File: src/rtl/fu_issue_ctrl_if.sv
// ============================================================================
// Module   : fu_issue_ctrl_if
// Brief    : Issue, FU EN/finish and write-back buses of the FU issue controller
// Revision : 1.0
// ============================================================================
`default_nettype none

interface fu_issue_ctrl_if #(
  parameter int DATA_W = 32,
  parameter int TAG_W  = 5
);
  logic              issue_valid;
  logic              issue_ready;
  logic [DATA_W-1:0] issue_a;
  logic [DATA_W-1:0] issue_b;
  logic [TAG_W-1:0]  issue_tag;

  logic              fu_en;
  logic [DATA_W-1:0] fu_a;
  logic [DATA_W-1:0] fu_b;
  logic [DATA_W-1:0] fu_res;
  logic              fu_finish;

  logic              wb_valid;
  logic              wb_ready;
  logic [DATA_W-1:0] wb_data;
  logic [TAG_W-1:0]  wb_tag;

  // The controller side
  modport master (
    input  issue_valid, issue_a, issue_b, issue_tag,
    output issue_ready,
    output fu_en, fu_a, fu_b,
    input  fu_res, fu_finish,
    output wb_valid, wb_data, wb_tag,
    input  wb_ready
  );

  // Issue stage, functional unit and write-back consumer
  modport slave (
    output issue_valid, issue_a, issue_b, issue_tag,
    input  issue_ready,
    input  fu_en, fu_a, fu_b,
    output fu_res, fu_finish,
    input  wb_valid, wb_data, wb_tag,
    output wb_ready
  );
endinterface

`default_nettype wire

File: src/rtl/fu_issue_ctrl.sv
// ============================================================================
// Module   : fu_issue_ctrl
// Brief    : Launches one op at a time on a multi-cycle FU via EN/finish and
//            queues tagged results for write-back; watchdog flags lost finish.
// Revision : 1.0
// ============================================================================
`default_nettype none

module fu_issue_ctrl #(
  parameter int DATA_W   = 32,
  parameter int TAG_W    = 5,
  parameter int MAX_LAT  = 16,
  parameter int WB_DEPTH = 2
) (
  input  logic            clk,
  input  logic            rst,
  fu_issue_ctrl_if.master bus,
  output logic            busy,
  output logic            timeout
);

  localparam int c_CNT_W  = $clog2(MAX_LAT + 1);
  localparam int c_PTR_W  = (WB_DEPTH > 1) ? $clog2(WB_DEPTH) : 1;
  localparam int c_FILL_W = $clog2(WB_DEPTH + 1);
  localparam int c_ENT_W  = TAG_W + DATA_W;

  localparam logic [c_CNT_W-1:0]  c_LAT      = c_CNT_W'(MAX_LAT);
  localparam logic [c_CNT_W-1:0]  c_LAT_M1   = c_CNT_W'(MAX_LAT - 1);
  localparam logic [c_PTR_W-1:0]  c_PTR_LAST = c_PTR_W'(WB_DEPTH - 1);
  localparam logic [c_FILL_W-1:0] c_FULL     = c_FILL_W'(WB_DEPTH);

  typedef enum logic [1:0] {
    S_DRAIN = 2'd0,
    S_IDLE  = 2'd1,
    S_ISSUE = 2'd2,
    S_WAIT  = 2'd3
  } state_t;

  state_t             r_state;
  state_t             w_state_nxt;
  logic [c_CNT_W-1:0] r_cnt;
  logic [c_CNT_W-1:0] w_cnt_nxt;

  logic [DATA_W-1:0]  r_fu_a;
  logic [DATA_W-1:0]  r_fu_b;
  logic [TAG_W-1:0]   r_tag;
  logic               r_timeout;

  logic [c_ENT_W-1:0]  r_mem [WB_DEPTH];
  logic [c_PTR_W-1:0]  r_wr_ptr;
  logic [c_PTR_W-1:0]  r_rd_ptr;
  logic [c_FILL_W-1:0] r_fill;

  logic w_room;
  logic w_accept;
  logic w_push;
  logic w_pop;
  logic w_timeout_set;

  assign w_room   = (r_fill < c_FULL);
  assign w_accept = (r_state == S_IDLE) && bus.issue_valid && w_room;
  assign w_pop    = (r_fill != '0) && bus.wb_ready;

  always_comb begin
    w_state_nxt   = r_state;
    w_cnt_nxt     = r_cnt;
    w_push        = 1'b0;
    w_timeout_set = 1'b0;
    case (r_state)
      // Lets an FU launched before reset run out before the next EN
      S_DRAIN: begin
        if (r_cnt == c_LAT_M1) begin
          w_state_nxt = S_IDLE;
          w_cnt_nxt   = '0;
        end else begin
          w_cnt_nxt = r_cnt + 1'b1;
        end
      end
      S_IDLE: begin
        if (w_accept) begin
          w_state_nxt = S_ISSUE;
        end
      end
      S_ISSUE: begin
        w_state_nxt = S_WAIT;
        w_cnt_nxt   = {{(c_CNT_W-1){1'b0}}, 1'b1};
      end
      S_WAIT: begin
        w_cnt_nxt = r_cnt + 1'b1;
        // A finish in the last watchdog cycle still counts as on time
        if (bus.fu_finish) begin
          w_push      = 1'b1;
          w_state_nxt = S_IDLE;
          w_cnt_nxt   = '0;
        end else if (r_cnt == c_LAT) begin
          w_timeout_set = 1'b1;
          w_state_nxt   = S_IDLE;
          w_cnt_nxt     = '0;
        end
      end
      default: begin
        w_state_nxt = S_DRAIN;
        w_cnt_nxt   = '0;
      end
    endcase
  end

  always_ff @(posedge clk) begin
    if (rst) begin
      r_state   <= S_DRAIN;
      r_cnt     <= '0;
      r_fu_a    <= '0;
      r_fu_b    <= '0;
      r_tag     <= '0;
      r_timeout <= 1'b0;
    end else begin
      r_state <= w_state_nxt;
      r_cnt   <= w_cnt_nxt;
      if (w_accept) begin
        r_fu_a <= bus.issue_a;
        r_fu_b <= bus.issue_b;
        r_tag  <= bus.issue_tag;
      end
      if (w_timeout_set) begin
        r_timeout <= 1'b1;
      end
    end
  end

  // Space is reserved at accept time, so a push never meets a full FIFO
  always_ff @(posedge clk) begin
    if (rst) begin
      r_wr_ptr <= '0;
      r_rd_ptr <= '0;
      r_fill   <= '0;
    end else begin
      if (w_push) begin
        r_wr_ptr <= (r_wr_ptr == c_PTR_LAST) ? '0 : r_wr_ptr + 1'b1;
      end
      if (w_pop) begin
        r_rd_ptr <= (r_rd_ptr == c_PTR_LAST) ? '0 : r_rd_ptr + 1'b1;
      end
      case ({w_push, w_pop})
        2'b10:   r_fill <= r_fill + 1'b1;
        2'b01:   r_fill <= r_fill - 1'b1;
        default: r_fill <= r_fill;
      endcase
    end
  end

  always_ff @(posedge clk) begin
    if (w_push) begin
      r_mem[r_wr_ptr] <= {r_tag, bus.fu_res};
    end
  end

  assign bus.issue_ready = (r_state == S_IDLE) && w_room;
  assign bus.fu_en       = (r_state == S_ISSUE);
  assign bus.fu_a        = r_fu_a;
  assign bus.fu_b        = r_fu_b;
  assign bus.wb_valid    = (r_fill != '0);
  assign bus.wb_data     = r_mem[r_rd_ptr][DATA_W-1:0];
  assign bus.wb_tag      = r_mem[r_rd_ptr][c_ENT_W-1:DATA_W];
  assign busy            = (r_state == S_ISSUE) || (r_state == S_WAIT);
  assign timeout         = r_timeout;

endmodule

`default_nettype wire
File: src/flat_wrapper.sv
// flat-port wrapper written by rule: the top's interface ports become plain ports
module fu_issue_ctrl_flat 
#(
  parameter int DATA_W   = 32,
  parameter int TAG_W    = 5,
  parameter int MAX_LAT  = 16,
  parameter int WB_DEPTH = 2
)
  (clk, rst, busy, timeout, bus_issue_valid, bus_issue_a, bus_issue_b, bus_issue_tag, bus_issue_ready, bus_fu_en, bus_fu_a, bus_fu_b, bus_fu_res, bus_fu_finish, bus_wb_valid, bus_wb_data, bus_wb_tag, bus_wb_ready);
  fu_issue_ctrl_if #(.DATA_W(DATA_W), .TAG_W(TAG_W)) bus_i ();
  input  logic clk;
  input  logic rst;
  output logic busy;
  output logic timeout;
  input wire logic [$bits(bus_i.issue_valid)-1:0] bus_issue_valid;
  input wire logic [$bits(bus_i.issue_a)-1:0] bus_issue_a;
  input wire logic [$bits(bus_i.issue_b)-1:0] bus_issue_b;
  input wire logic [$bits(bus_i.issue_tag)-1:0] bus_issue_tag;
  output wire logic [$bits(bus_i.issue_ready)-1:0] bus_issue_ready;
  output wire logic [$bits(bus_i.fu_en)-1:0] bus_fu_en;
  output wire logic [$bits(bus_i.fu_a)-1:0] bus_fu_a;
  output wire logic [$bits(bus_i.fu_b)-1:0] bus_fu_b;
  input wire logic [$bits(bus_i.fu_res)-1:0] bus_fu_res;
  input wire logic [$bits(bus_i.fu_finish)-1:0] bus_fu_finish;
  output wire logic [$bits(bus_i.wb_valid)-1:0] bus_wb_valid;
  output wire logic [$bits(bus_i.wb_data)-1:0] bus_wb_data;
  output wire logic [$bits(bus_i.wb_tag)-1:0] bus_wb_tag;
  input wire logic [$bits(bus_i.wb_ready)-1:0] bus_wb_ready;
  assign bus_i.issue_valid = bus_issue_valid;
  assign bus_i.issue_a = bus_issue_a;
  assign bus_i.issue_b = bus_issue_b;
  assign bus_i.issue_tag = bus_issue_tag;
  assign bus_issue_ready = bus_i.issue_ready;
  assign bus_fu_en = bus_i.fu_en;
  assign bus_fu_a = bus_i.fu_a;
  assign bus_fu_b = bus_i.fu_b;
  assign bus_i.fu_res = bus_fu_res;
  assign bus_i.fu_finish = bus_fu_finish;
  assign bus_wb_valid = bus_i.wb_valid;
  assign bus_wb_data = bus_i.wb_data;
  assign bus_wb_tag = bus_i.wb_tag;
  assign bus_i.wb_ready = bus_wb_ready;
  fu_issue_ctrl #(.DATA_W(DATA_W), .TAG_W(TAG_W), .MAX_LAT(MAX_LAT), .WB_DEPTH(WB_DEPTH)) u_core (.clk(clk), .rst(rst), .bus(bus_i), .busy(busy), .timeout(timeout));
endmodule
File: config.mk
export PLATFORM = sky130hd
export DESIGN_NAME = fu_issue_ctrl_flat
export DESIGN_NICKNAME = d
export VERILOG_FILES = /design/src/rtl/fu_issue_ctrl_if.sv /design/src/rtl/fu_issue_ctrl.sv /design/src/flat_wrapper.sv
export SDC_FILE = /design/constraint.sdc
export NUM_CORES = 1
export LEC_CHECK = 0
export ABC_AREA = 1
export CORE_UTILIZATION = 41
export CTS_CLUSTER_DIAMETER = 200
export DETAILED_ROUTE_END_ITERATION = 16
export PLACE_DENSITY_LB_ADDON = 0.15
export SLEW_MARGIN = 20
export SYNTH_ARGS = -nofsm -noshare
export SYNTH_HDL_FRONTEND = slang
export SYNTH_SLANG_ARGS = --single-unit
File: constraint.sdc
create_clock -name clk -period 3.7 [get_ports clk]
set_clock_uncertainty 0.05 [all_clocks]
set_input_delay 0.74 -clock clk [delete_from_list [all_inputs] [get_ports clk]]
set_output_delay 0.74 -clock clk [all_outputs]
set_load 0.01 [all_outputs]
======== Word-level counts from Yosys, hierarchy flattened ========
Memory sizes are Yosys's and may differ from the RTL's. A register that Yosys moved wholly into a read port is not among the register bits.
Cells that the tools add are included.
Widths: inputs -> output; s select.
cells by class
  $add $sub $neg .......................... 5
  $lt $le $gt $ge ......................... 1
  equality and inequality tests ........... 10
  muxes and demuxes ....................... 21
  reduce and logical (&&, ||, !) cells .... 10
operators by type and width
  kind                 number
  $mux 5               3
  $pmux 5 s3           1
  $mux 1               11
  $mux 2               4
  $pmux 2 s4           1
  $eq 2x2->1 const B   3
  $add 5x1->5 const B  1
  $eq 5x4->1 const B   1
  $eq 5x5->1 const B   1
  $eq 2x1->1 const B   2
  $logic_and 1x1->1    4
  $ne 2x1->1 const B   2
  $pmux 2 s2           1
  $reduce_bool 2->1    2
  $ne 3x2->1 const B   1
  $reduce_and 3->1     1
  $reduce_bool 3->1    1
  $add 1x1->1 const B  2
  $add 2x1->2 const B  1
  $logic_not 2->1      1
  $lt 2x2->1 const B   1
  $sub 2x1->2 const B  1
  $logic_or 1x1->1     1
storage, ports and cells
  register bits ........................... 81
  memory bits (writable) .................. 74
  memories ................................ 1
memory list
  memory        words  width  rd ports  clocked after Yosys merged registers in  wr ports  RTL line             source
  u_core.r_mem  2      37     1         1                                        1         fu_issue_ctrl.sv:49  logic [c_ENT_W-1:0] r_mem [WB_DEPTH];

======== Depth between registers and ports, before layout ========
Gate-level depths: netlist of the first run.
  word-level depth ........................ 5
  gate-level depth with buffers ........... 11
  depth with buffers taken out ............ 11

======== Least setup slack after synthesis of the first run ========
Ideal clock, no wire load.
  kind .................................... input port to flip-flop
  start ................................... input bus_fu_finish
  end ..................................... memory u_core.r_mem[1][0] in the netlist's numbering (enable)
  library setup time ...................... 0.433 ns
  arrival time ............................ 2.409 ns
  required time ........................... 3.217 ns
  slack ................................... 0.808 ns
  stages .................................. 2
  buffers on the path ..................... 0
  path through ............................ nand2_1 -> nor2_1
between the ends
  cells in the longest elaborated chain, start to end .. 4
RTL lines
  element                       RTL line              source
  start: declaration            flat_wrapper.sv:24    input wire logic [$bits(bus_i.fu_finish)-1:0] bus_fu_finish;
  $mux 1                        fu_issue_ctrl.sv:91   if (bus.fu_finish) begin
  $mux 1                        fu_issue_ctrl.sv:69   case (r_state)
  $mux 1                        fu_issue_ctrl.sv:152  if (w_push) begin
  $mux 1 (implied by the code)  fu_issue_ctrl.sv:153  r_mem[r_wr_ptr] <= {r_tag, bus.fu_res};
  end: declaration              fu_issue_ctrl.sv:49
Every way passes these cells.

==> results of run 1 <==
-- sequential cells by signal, indices dropped and copies added, names as in the netlist, named ones only --
name / cells
u_core.bus.fu_a: 32
u_core.bus.fu_b: 32
u_core.r_cnt: 5
u_core.r_fill: 2
u_core.r_mem: 74
u_core.r_rd_ptr: 1
u_core.r_state: 2
u_core.r_tag: 5
u_core.r_wr_ptr: 1
u_core.timeout: 1
-- worst max path at each step --
stage	startpoint	to	slack, ns	depth (start not counted)
after floorplan	bus_fu_finish	u_core.r_mem[1][0]$_DFFE_PP_	0.81	2
final	flop	bus_wb_tag[4]	0.67	2
after CTS	flop	bus_wb_tag[4]	0.62	2
after global routing	flop	bus_wb_tag[1]	0.54	2
after global placement	bus_fu_finish	u_core.r_mem[1][26]$_DFFE_PP_	1.07	4
after detailed placement	bus_fu_finish	u_core.r_mem[1][22]$_DFFE_PP_	1.02	4
-- layout by cell type (no fill, tap or decap), types with 12 or more instances in the layout --
cell / netlist / final
sky130_fd_sc_hd__inv_1: 19 / 18
sky130_fd_sc_hd__dfxtp_1: 82 / 81
sky130_fd_sc_hd__clkdlybuf4s50_1: 0 / 211
sky130_fd_sc_hd__nand2_1: 21 / 21
sky130_fd_sc_hd__mux2_2: 37 / 37
sky130_fd_sc_hd__edfxtp_1: 74 / 74
sky130_fd_sc_hd__nor2_1: 153 / 151
sky130_fd_sc_hd__a21oi_1: 12 / 12
sky130_fd_sc_hd__clkbuf_16: 0 / 17
sky130_fd_sc_hd__o21ai_0: 71 / 71
-- routing by layer --
metal  track usage  part of all wire  routed length, µm
met2         0.290              0.44               6020
met3        0.0896              0.10               1400
met5             0                 0                  0
met4        0.0856             0.021                290
met1         0.227              0.43               5900
-- where the power goes --
group | total, mW | switching, mW | internal [mW] | leakage [nW]
combinational | 1.17 | 0.580 | 0.594 | 1.67
clock | 1.80 | 0.678 | 1.13 | 0.283
sequential | 2.13 | 0.113 | 2.01 | 1.34
total | 5.10 | 1.37 | 3.73 | 3.29
-- final cells by class --
class / count / area [µm²] / area share
flip-flops and latches: 156 / 3860 / 0.447
clock inverters: 15 / 196 / 0.0227
clock buffers: 17 / 425 / 0.0491
well taps: 176 / 220 / 0.0254
inverters: 20 / 75.1 / 0.00867
repair buffers: 217 / 2160 / 0.249
multi-input cells: 320 / 1720 / 0.198
-- logic make-up (layout without fill, tap and decap cells) --
logic type      Yosys count  after routing
flops                   156            156
simple gates            182            182
compound gates           92             92
fa+ha+maj                 9              9
buf+inv                  46            269
mux                      37             37
-- per-stage QoR --
stage               instances  cell area, µm²  total power [mW]
floorplan                 522            5770              2.73
detailed placement        889            8030              3.34
finish                    921            8660              5.10
global placement          889            8030              3.31
CTS                       921            8660              5.15
global route              921            8660              5.36
-- cell usage after synthesis (all sizes together) --
master and count:
nor2 154, dfxtp 82, o21ai 76, edfxtp 74
mux2 37, nand2 22, inv 20, clkbuf 18
a21oi 12, ha 9, buf 8, nand3 3
nor3 2, o211ai 2, o21a 2, or2 1
-- worst max-delay path: cells and delay by family (launching register included) --
family                 cells  cell delay [ns]
flip-flops                 1             0.89
buffers and inverters      1             0.48
multiplexers               1             0.44
==> qor.csv, run 1 <==
metric,value,unit
outcome,completed,
core-area,13500,µm²
nNetsFinal,847,
min_period,3.03,ns
antenna_found_initial,0,
finalMaxSlewViolations,0,
floorplan.io_pins,212,
cts.sinks,156,
synthDominantCellAreaShare,0.385,
holdCritStartpoint,u_core.r_tag[2]$_SDFFE_PP0P_,
yosys-top-cells-area,"sky130_fd_sc_hd__edfxtp_1, sky130_fd_sc_hd__dfxtp_1, sky130_fd_sc_hd__nor2_1",
rr_endpoint,u_core.r_state[1]$_SDFFE_PP0P_,
worst_path_largest_cell_delay,0.89,ns
maximum_number_of_pins_on_one_net_before_global_route_repair,71,
power.ir.vdd_worst,0.281,mV
holdCritPathClass,reg2reg,
postLayoutCoreUtil,0.641,
num-fill-cells,1020,
clock.fmax,330,MHz
totalNegativeSetupSlack,0,ns
detail_route.iter0.violations,217,
post_synth_mux_area_share,0.0722,
synth.avg_cell_area,11.1,µm²
ys_seq_elements,156,
grtUsageTotal,0.190,
crit_fanout,37,
crit_arrival,2.24,ns
timing.final.crit_share,0.818,
dieWidth,121,µm
floorplan.die.height,121,µm
routed_wl,13600,µm
worst-endpoint-required,2.91,ns
placement.io_buffers,211,
timing.final.setup_violations,0,
crit_path_top_delay_cell,sky130_fd_sc_hd__dfxtp_2,
r2r_start,u_core.r_state[1]$_SDFFE_PP0P_,
synth.cell_area,5770,µm²
synth_top_cell_by_area,sky130_fd_sc_hd__edfxtp_1,
parity_gate_share_of_the_synthesized_area_counting_xor_and_xnor_cells,0,
wl_per_cell,14.8,µm
grt_pass1_wl,21100,µm
detail_route.first_pass.iterations,6,
hold-path-cell-count,0,
rsz0062_at_grt,false,
cts_inserted_buffers,17,
initial_utilization,0.427,
dp_hpwl,9190,µm
dp_slack,1.02,ns
path_class,reg2out,
power_leakage,3.29,nW
post-route-drc-count,0,
largest_family_of_logic_cells_by_synthesized_area,simple AND/OR/NAND/NOR gates,
postLayoutSetupSlackWorst,0.672,ns
syn_to_final_growth,50.0,%
cts_repair_resize_count,0,
clk_latency,0.41,ns
ctsRootBufferMaster,sky130_fd_sc_hd__clkbuf_16,
place_congestion,0.793,
r2r_setup_slack,1.59,ns
synth_sequential_area_ratio,0.670,
ys.warnings.count,0,
die_area,14600,µm²
route.antenna.remaining_nets,0,
holdWs,0.399,ns
syn-num-nets,637,
ys_types,22,
htree_levels,4,
clkTransAtPathRegs,0.06,ns
post_route_cells_drive_above_1_share,0.107,
synth_simple_gate_area_share,0.122,
max_slew.worst_pin.slew,0.858,ns
cts_setup_buffers,0,
timing.critical_path.cells,"mux2_2, clkdlybuf4s50_1",
rows,42,
post_drt_via_cell_ratio,4.79,
synthAdderAreaFrac,0.0195,
first_global_vias,4381,
gr-total-overflow,0,
n_antenna_cell,0,
max_buffers_root_to_sink,2,
worst_min_delay_path_endpoint,u_core.r_mem[1][34]$_DFFE_PP_,
worst_setup_path_start_kind,flop,
p_per_area,590,nW/µm²
via_count,4411,
final_hold_viol_count,0,
post_cts_hold_buffer_count,0,
number_of_max_capacitance_violations_reported,0,
tritoncts,done,
slew_headroom,0.428,
synthesized_area_fraction_occupied_by_ao_oa_aoi_and_oai_cells,0.0815,
timing.critical_path.to_type,primary output,
post_synthesis_cells,522,
worst-r2r-cell-count,8,
Power figures use the tool's default switching activity.
==> inputs of run 2 (changes only) <==
--- a/config.mk
+++ b/config.mk
@@ -6,7 +6,7 @@
 export NUM_CORES = 1
 export LEC_CHECK = 0
 export ABC_AREA = 1
-export CORE_UTILIZATION = 41
+export CORE_UTILIZATION = 40
 export CTS_CLUSTER_DIAMETER = 200
 export DETAILED_ROUTE_END_ITERATION = 16
 export PLACE_DENSITY_LB_ADDON = 0.15
==> constraint.sdc (replaced) <==
create_clock -name clk -period 2.55 [get_ports clk]
set_clock_uncertainty 0.05 [all_clocks]
set_input_delay 0.51 -clock clk [delete_from_list [all_inputs] [get_ports clk]]
set_output_delay 0.51 -clock clk [all_outputs]
set_load 0.01 [all_outputs]
==> run 2 against run 1 <==
- wire length rose by 0.22%
- sequential share of layout area fell by 0.38 points
- critical path depth rose by 3
- largest power group unchanged
==> qor.csv, run 2 (synthesized netlist as in run 1, its figures left out) <==
metric,value,unit,change
gr-total-overflow,0,,unchanged
grtUsageTotal,0.185,,was 0.190
crit_arrival,1.92,ns,was 2.24 ns
first_global_vias,4247,,was 4381
path_class,reg2out,,unchanged
clock.fmax,403,MHz,
cts.sinks,156,,unchanged
largest_register_ff_count,74,,unchanged
nNetsFinal,849,,was 847
antenna_found_initial,0,,unchanged
ctsRootBufferMaster,sky130_fd_sc_hd__clkbuf_16,,unchanged
timing.critical_path.cells,"inv_1, ha_1, nor2_4, inv_1, clkdlybuf4s50_1",,"was mux2_2, clkdlybuf4s50_1"
detail_route.first_pass.iterations,5,,was 6
critPathBufInv,3,,was 1
crit_path_top_delay_cell,sky130_fd_sc_hd__clkdlybuf4s50_1,,was sky130_fd_sc_hd__dfxtp_2
post_drt_via_cell_ratio,4.75,,was 4.79
dieWidth,122,µm,was 121 µm
rows,43,,was 42
p_switching,2.00,mW,was 1.37 mW
max_buffers_root_to_sink,2,,unchanged
timing.final.crit_share,0.974,,
outcome,completed,,unchanged
crit_path_frequent_cell,sky130_fd_sc_hd__inv_1,,
power.ir.vdd_worst,0.415,mV,was 0.281 mV
mostFrequentLayoutCell,sky130_fd_sc_hd__clkdlybuf4s50_1,,unchanged
placement.io_buffers,211,,unchanged
max_slew.worst_pin.slew,0.871,ns,was 0.858 ns
cp_top_family,buffers and inverters,,was flip-flops
power_leakage,3.32,nW,was 3.29 nW
floorplan.die.height,122,µm,was 121 µm
via_count,4405,,was 4411
die_area,14900,µm²,was 14600 µm²
crit_fanout,6,,was 37
tritoncts,done,,unchanged
wl_per_cell,14.7,µm,was 14.8 µm
place_congestion,0.776,,was 0.793
pwr-share-clk,0.359,,was 0.353
floorplan.io_pins,212,,unchanged
commonest_non_fill_non_tap_cells_in_the_layout,"sky130_fd_sc_hd__clkdlybuf4s50_1, sky130_fd_sc_hd__nor2_1, sky130_fd_sc_hd__dfxtp_1, sky130_fd_sc_hd__edfxtp_1, sky130_fd_sc_hd__o21ai_0",,unchanged
top_register,u_core.r_mem,,unchanged
rsz0062_at_grt,true,,was false
p_per_area,863,nW/µm²,was 590 nW/µm²
power.share.sequential,0.408,,was 0.417
pwr-share-comb,0.232,,was 0.230
timing.final.setup_violations,0,,unchanged
worst-endpoint-required,1.99,ns,was 2.91 ns
holdCritPathClass,reg2reg,,unchanged
cts_inserted_buffers,17,,unchanged
slew_headroom,0.420,,was 0.428
post_route_cells_drive_above_1_share,0.108,,was 0.107
dp_hpwl,9070,µm,was 9190 µm
area.sequential,3860,µm²,unchanged
initial_utilization,0.412,,was 0.427
multiInputGateArea,1740,µm²,was 1720 µm²
post-route-drc-count,0,,unchanged
core-area,14000,µm²,was 13500 µm²
syn_to_final_growth,51.3,%,was 50.0%
final_hold_viol_count,0,,unchanged
holdWs,0.391,ns,was 0.399 ns
cts_setup_buffers,0,,unchanged
finalMaxSlewViolations,0,,unchanged
timing.critical_path.to_type,primary output,,unchanged
power_switching_share,0.265,,was 0.269
clkTransAtPathRegs,0.06,ns,about the same
grt_pass1_wl,20900,µm,was 21100 µm
number_of_max_capacitance_violations_reported,0,,unchanged
n_antenna_cell,0,,unchanged
route.antenna.remaining_nets,0,,unchanged
num-fill-cells,1126,,was 1020
detail_route.iter0.violations,246,,was 217
worst_path_largest_cell_delay,0.48,ns,was 0.89 ns
totalNegativeSetupSlack,0,ns,unchanged
maximum_number_of_pins_on_one_net_before_global_route_repair,70,,was 71
worst_setup_path_start_kind,flop,,unchanged
htree_levels,4,,unchanged
routed_wl,13600,µm,about the same
clk_latency,0.42,ns,was 0.41 ns
min_period,2.48,ns,
internal-power,5.54,mW,was 3.73 mW
run 2: cell types whose count changed in the layout (fill, tap and decap cells not counted), moves of 2 or more:
cell / before / now
sky130_fd_sc_hd__buf_12: 0 / 2
sky130_fd_sc_hd__clkbuf_1: 0 / 3
sky130_fd_sc_hd__clkinv_2: 0 / 2
sky130_fd_sc_hd__clkinvlp_4: 5 / 3
run 2: what timing repair did:
| item | in CTS | in global routing |
|---|---|---|
| endpoints found under the setup margin | 2 | 2 |
| hold buffers | 0 | 0 |
| gates resized for setup | 2 | 2 |
run 2: area by class of cell:
class,instances,share of cell area
Clock buffer,20,0.0500
Sequential cell,156,0.443
Inverter,20,0.00874
Tap cell,180,0.0258
Timing Repair Buffer,219,0.252
Multi-Input combinational cell,320,0.199
Clock inverter,12,0.0222
run 2: power by group through the flow:
stage                     Sequential [mW]  Clock, mW  Combinational (mW)
after global routing                 3.11       2.87                1.92
after floorplan                      3.19          0               0.768
final                                3.08       2.71                1.75
after global placement               3.11          0                1.69
after CTS                            3.08       2.76                1.74
after detailed placement             3.12          0                1.73
run 2: per-layer routing:
layer  part of all wire  routed length, µm  global-route usage  vias up
met2               0.46               6250               0.296      182
li1                   -                  -                   -     2181
met5                  0                  0                   0        -
met3               0.11               1510              0.0927       20
met1               0.41               5590               0.207     2022
met4              0.021                290              0.0838        0
run 2: path summary, 6_finish.rpt:
check / start / slack (ns) / cells after the start / end
max: u_core.r_state[0]$_SDFFE_PP0P_ / 0.07 / 5 / busy
min: u_core.r_rd_ptr$_SDFFE_PP0P_ / 0.39 / 1 / flop
max reg2reg: u_core.r_state[1]$_SDFFE_PP0P_ / 0.48 / 7 / u_core.bus.fu_a[19]$_SDFFE_PP0P_
min reg2reg: u_core.r_rd_ptr$_SDFFE_PP0P_ / 0.39 / 1 / flop
run 2: metrics by stage:
| stage | setup WS, ns | cell area, µm² | util | instances | total power, mW |
|---|---|---|---|---|---|
| after detailed placement | 0.244 | 8080 | 0.578 | 895 | 4.85 |
| after CTS | 0.0285 | 8710 | 0.623 | 927 | 7.58 |
| final | 0.0665 | 8730 | 0.624 | 927 | 7.54 |
| after global routing | -0.0221 | 8730 | 0.624 | 927 | 7.90 |
| after floorplan | 0.431 | 5770 | - | 522 | 3.96 |
| after global placement | 0.332 | 8080 | 0.578 | 895 | 4.80 |
==> inputs of run 3 (changes only) <==
--- a/config.mk
+++ b/config.mk
@@ -9,6 +9,7 @@
 export CORE_UTILIZATION = 40
 export CTS_CLUSTER_DIAMETER = 200
 export DETAILED_ROUTE_END_ITERATION = 16
+export GPL_TIMING_DRIVEN = 0
 export PLACE_DENSITY_LB_ADDON = 0.15
 export SLEW_MARGIN = 20
 export SYNTH_ARGS = -nofsm -noshare
==> run 3 against run 2 <==
- setup slack worse by 0.00091 ns
- fmax about the same
- sequential share of layout area is 0.23 points lower
- non-clock buffer count grew 20
- critical path type unchanged
- largest power group unchanged
==> qor.csv, run 3 (synthesized netlist as in run 1, its figures left out) <==
metric,value,unit,change
n_antenna_cell,0,,unchanged
die_area,14900,µm²,unchanged
place_congestion,0.810,,was 0.776
clock.fmax,403,MHz,about the same
cts_repair_resize_count,9,,was 2
detail_route.first_pass.iterations,5,,unchanged
post_route_cells_drive_above_1_share,0.107,,was 0.108
routed_wl,14400,µm,was 13600 µm
rows,43,,unchanged
dp_hpwl,10300,µm,was 9070 µm
grtUsageMet3,0.0810,,was 0.0927
timing.final.crit_share,0.974,,about the same
timing.critical_path.to_type,primary output,,unchanged
first_global_vias,4513,,was 4247
grtUsageTotal,0.195,,was 0.185
path_class,reg2out,,unchanged
syn_to_final_growth,52.1,%,was 51.3%
clkTransAtPathRegs,0.06,ns,about the same
crit_fanout,6,,unchanged
totalNegativeSetupSlack,0,ns,unchanged
area.sequential,3860,µm²,about the same
finalMaxSlewViolations,0,,unchanged
power.ir.vdd_worst,0.420,mV,was 0.415 mV
dieWidth,122,µm,unchanged
antenna_found_initial,0,,unchanged
via_count,4538,,was 4405
postLayoutCoreUtil,0.627,,was 0.624
ctsRootBufferMaster,sky130_fd_sc_hd__clkbuf_16,,unchanged
nNetsFinal,869,,was 849
route.antenna.remaining_nets,0,,unchanged
number_of_max_capacitance_violations_reported,0,,unchanged
pwr-share-comb,0.249,,was 0.232
p_per_area,830,nW/µm²,was 863 nW/µm²
post_drt_via_cell_ratio,4.80,,was 4.75
power_leakage,3.33,nW,was 3.32 nW
commonest_non_fill_non_tap_cells_in_the_layout,"sky130_fd_sc_hd__clkdlybuf4s50_1, sky130_fd_sc_hd__nor2_1, sky130_fd_sc_hd__dfxtp_1, sky130_fd_sc_hd__edfxtp_1, sky130_fd_sc_hd__o21ai_0",,unchanged
mostFrequentLayoutCell,sky130_fd_sc_hd__clkdlybuf4s50_1,,unchanged
num-fill-cells,1146,,was 1126
crit_arrival,1.92,ns,about the same
floorplan.die.height,122,µm,unchanged
cts_inserted_buffers,17,,unchanged
clk_latency,0.41,ns,was 0.42 ns
holdCritPathClass,reg2reg,,unchanged
power.share.sequential,0.423,,was 0.408
core-area,14000,µm²,unchanged
final_hold_viol_count,0,,unchanged
post_cts_hold_buffer_count,0,,unchanged
worst-endpoint-required,1.99,ns,about the same
outcome,completed,,unchanged
power,7.28,mW,was 7.54 mW
p_switching,2.01,mW,was 2.00 mW
timing.final.setup_violations,0,,unchanged
min_period,2.48,ns,about the same
power_switching_share,0.276,,was 0.265
tritoncts,done,,unchanged
multiInputGateArea,1740,µm²,unchanged
initial_utilization,0.412,,unchanged
max_slew.worst_pin.slew,0.579,ns,was 0.871 ns
placement.io_buffers,211,,unchanged
grt_most_used_layer,met2,,unchanged
slew_headroom,0.613,,was 0.420
max_buffers_root_to_sink,2,,unchanged
floorplan.io_pins,212,,unchanged
cts_setup_buffers,0,,unchanged
met2_capacity_usage_during_global_routing,0.319,,was 0.296
wl_per_cell,15.2,µm,was 14.7 µm
cts.sinks,156,,unchanged
internal-power,5.27,mW,was 5.54 mW
largest_register_ff_count,74,,unchanged
globalRouteMet1Util,0.228,,was 0.207
worst_setup_path_start_kind,flop,,unchanged
rsz0062_at_grt,true,,unchanged
pwr-share-clk,0.327,,was 0.359
gr-total-overflow,0,,unchanged
post-route-drc-count,0,,unchanged
maximum_number_of_pins_on_one_net_before_global_route_repair,25,,was 70
detail_route.iter0.violations,255,,was 246
top_register,u_core.r_mem,,unchanged
grt_pass1_wl,22300,µm,was 20900 µm
htree_levels,4,,unchanged
## run 3: cell count changes in the layout (fill, tap and decap cells not counted), moves of 2 or more
cell	previous run	this run
sky130_fd_sc_hd__bufinv_16	5	2
sky130_fd_sc_hd__clkinvlp_4	3	5
sky130_fd_sc_hd__buf_4	6	1
sky130_fd_sc_hd__buf_6	0	7
sky130_fd_sc_hd__clkbuf_1	3	20
## run 3: critical path: stages (launching register included)
cell and delay [ns]:
sky130_fd_sc_hd__dfxtp_1 0.41, sky130_fd_sc_hd__inv_1 0.11, sky130_fd_sc_hd__ha_1 0.27, sky130_fd_sc_hd__nor2_4 0.16, sky130_fd_sc_hd__inv_1 0.09, sky130_fd_sc_hd__clkdlybuf4s50_1 0.48
## run 3: path summary, 6_finish.rpt
path                                                      from                             to  slack [ns]  cells after the start
worst max-delay path            u_core.r_state[0]$_SDFFE_PP0P_                           busy        0.07                      5
worst min-delay path              u_core.r_tag[2]$_SDFFE_PP0P_  u_core.r_mem[0][34]$_DFFE_PP_        0.41                      0
worst max register to register  u_core.r_state[0]$_SDFFE_PP0P_  u_core.r_mem[0][28]$_DFFE_PP_        0.51                      4
worst min register to register    u_core.r_tag[2]$_SDFFE_PP0P_  u_core.r_mem[0][34]$_DFFE_PP_        0.41                      0
## run 3: layout make-up
| type | instances | share of cell area |
|---|---|---|
| Buffer | 26 | 0.0175 |
| Clock buffer | 19 | 0.0493 |
| Clock inverter | 12 | 0.0141 |
| Inverter | 20 | 0.00856 |
| Multi-Input combinational cell | 320 | 0.198 |
| Sequential cell | 156 | 0.440 |
| Tap cell | 180 | 0.0257 |
| Timing Repair Buffer | 213 | 0.246 |
## run 3: power by group through the flow
stage | registers [mW] | logic, mW | clock network (mW)
floorplan | 3.19 | 0.768 | 0
global placement | 3.11 | 1.74 | 0
detailed placement | 3.12 | 1.79 | 0
CTS | 3.08 | 1.81 | 2.44
global route | 3.11 | 2.01 | 2.53
finish | 3.08 | 1.82 | 2.38
## run 3: stage by stage
step	std cells	cell area, µm²	hold WS [ns]	worst slack [ns]
2_1_floorplan	522	5770	0.370	0.431
3_3_place_gp	913	8110	0.381	-0.654
3_5_place_dp	915	8170	0.394	0.170
4_1_cts	946	8750	0.409	0.00603
5_1_grt	946	8770	0.436	-0.0444
6_report	946	8770	0.408	0.0656
## run 3: layer usage
metal	vias to the layer above	share of wire	routed length, µm
met1	2114	0.42	5990
li1	2228	-	-
met2	180	0.48	6850
met5	-	0	0
met4	0	0.011	165
met3	16	0.098	1410
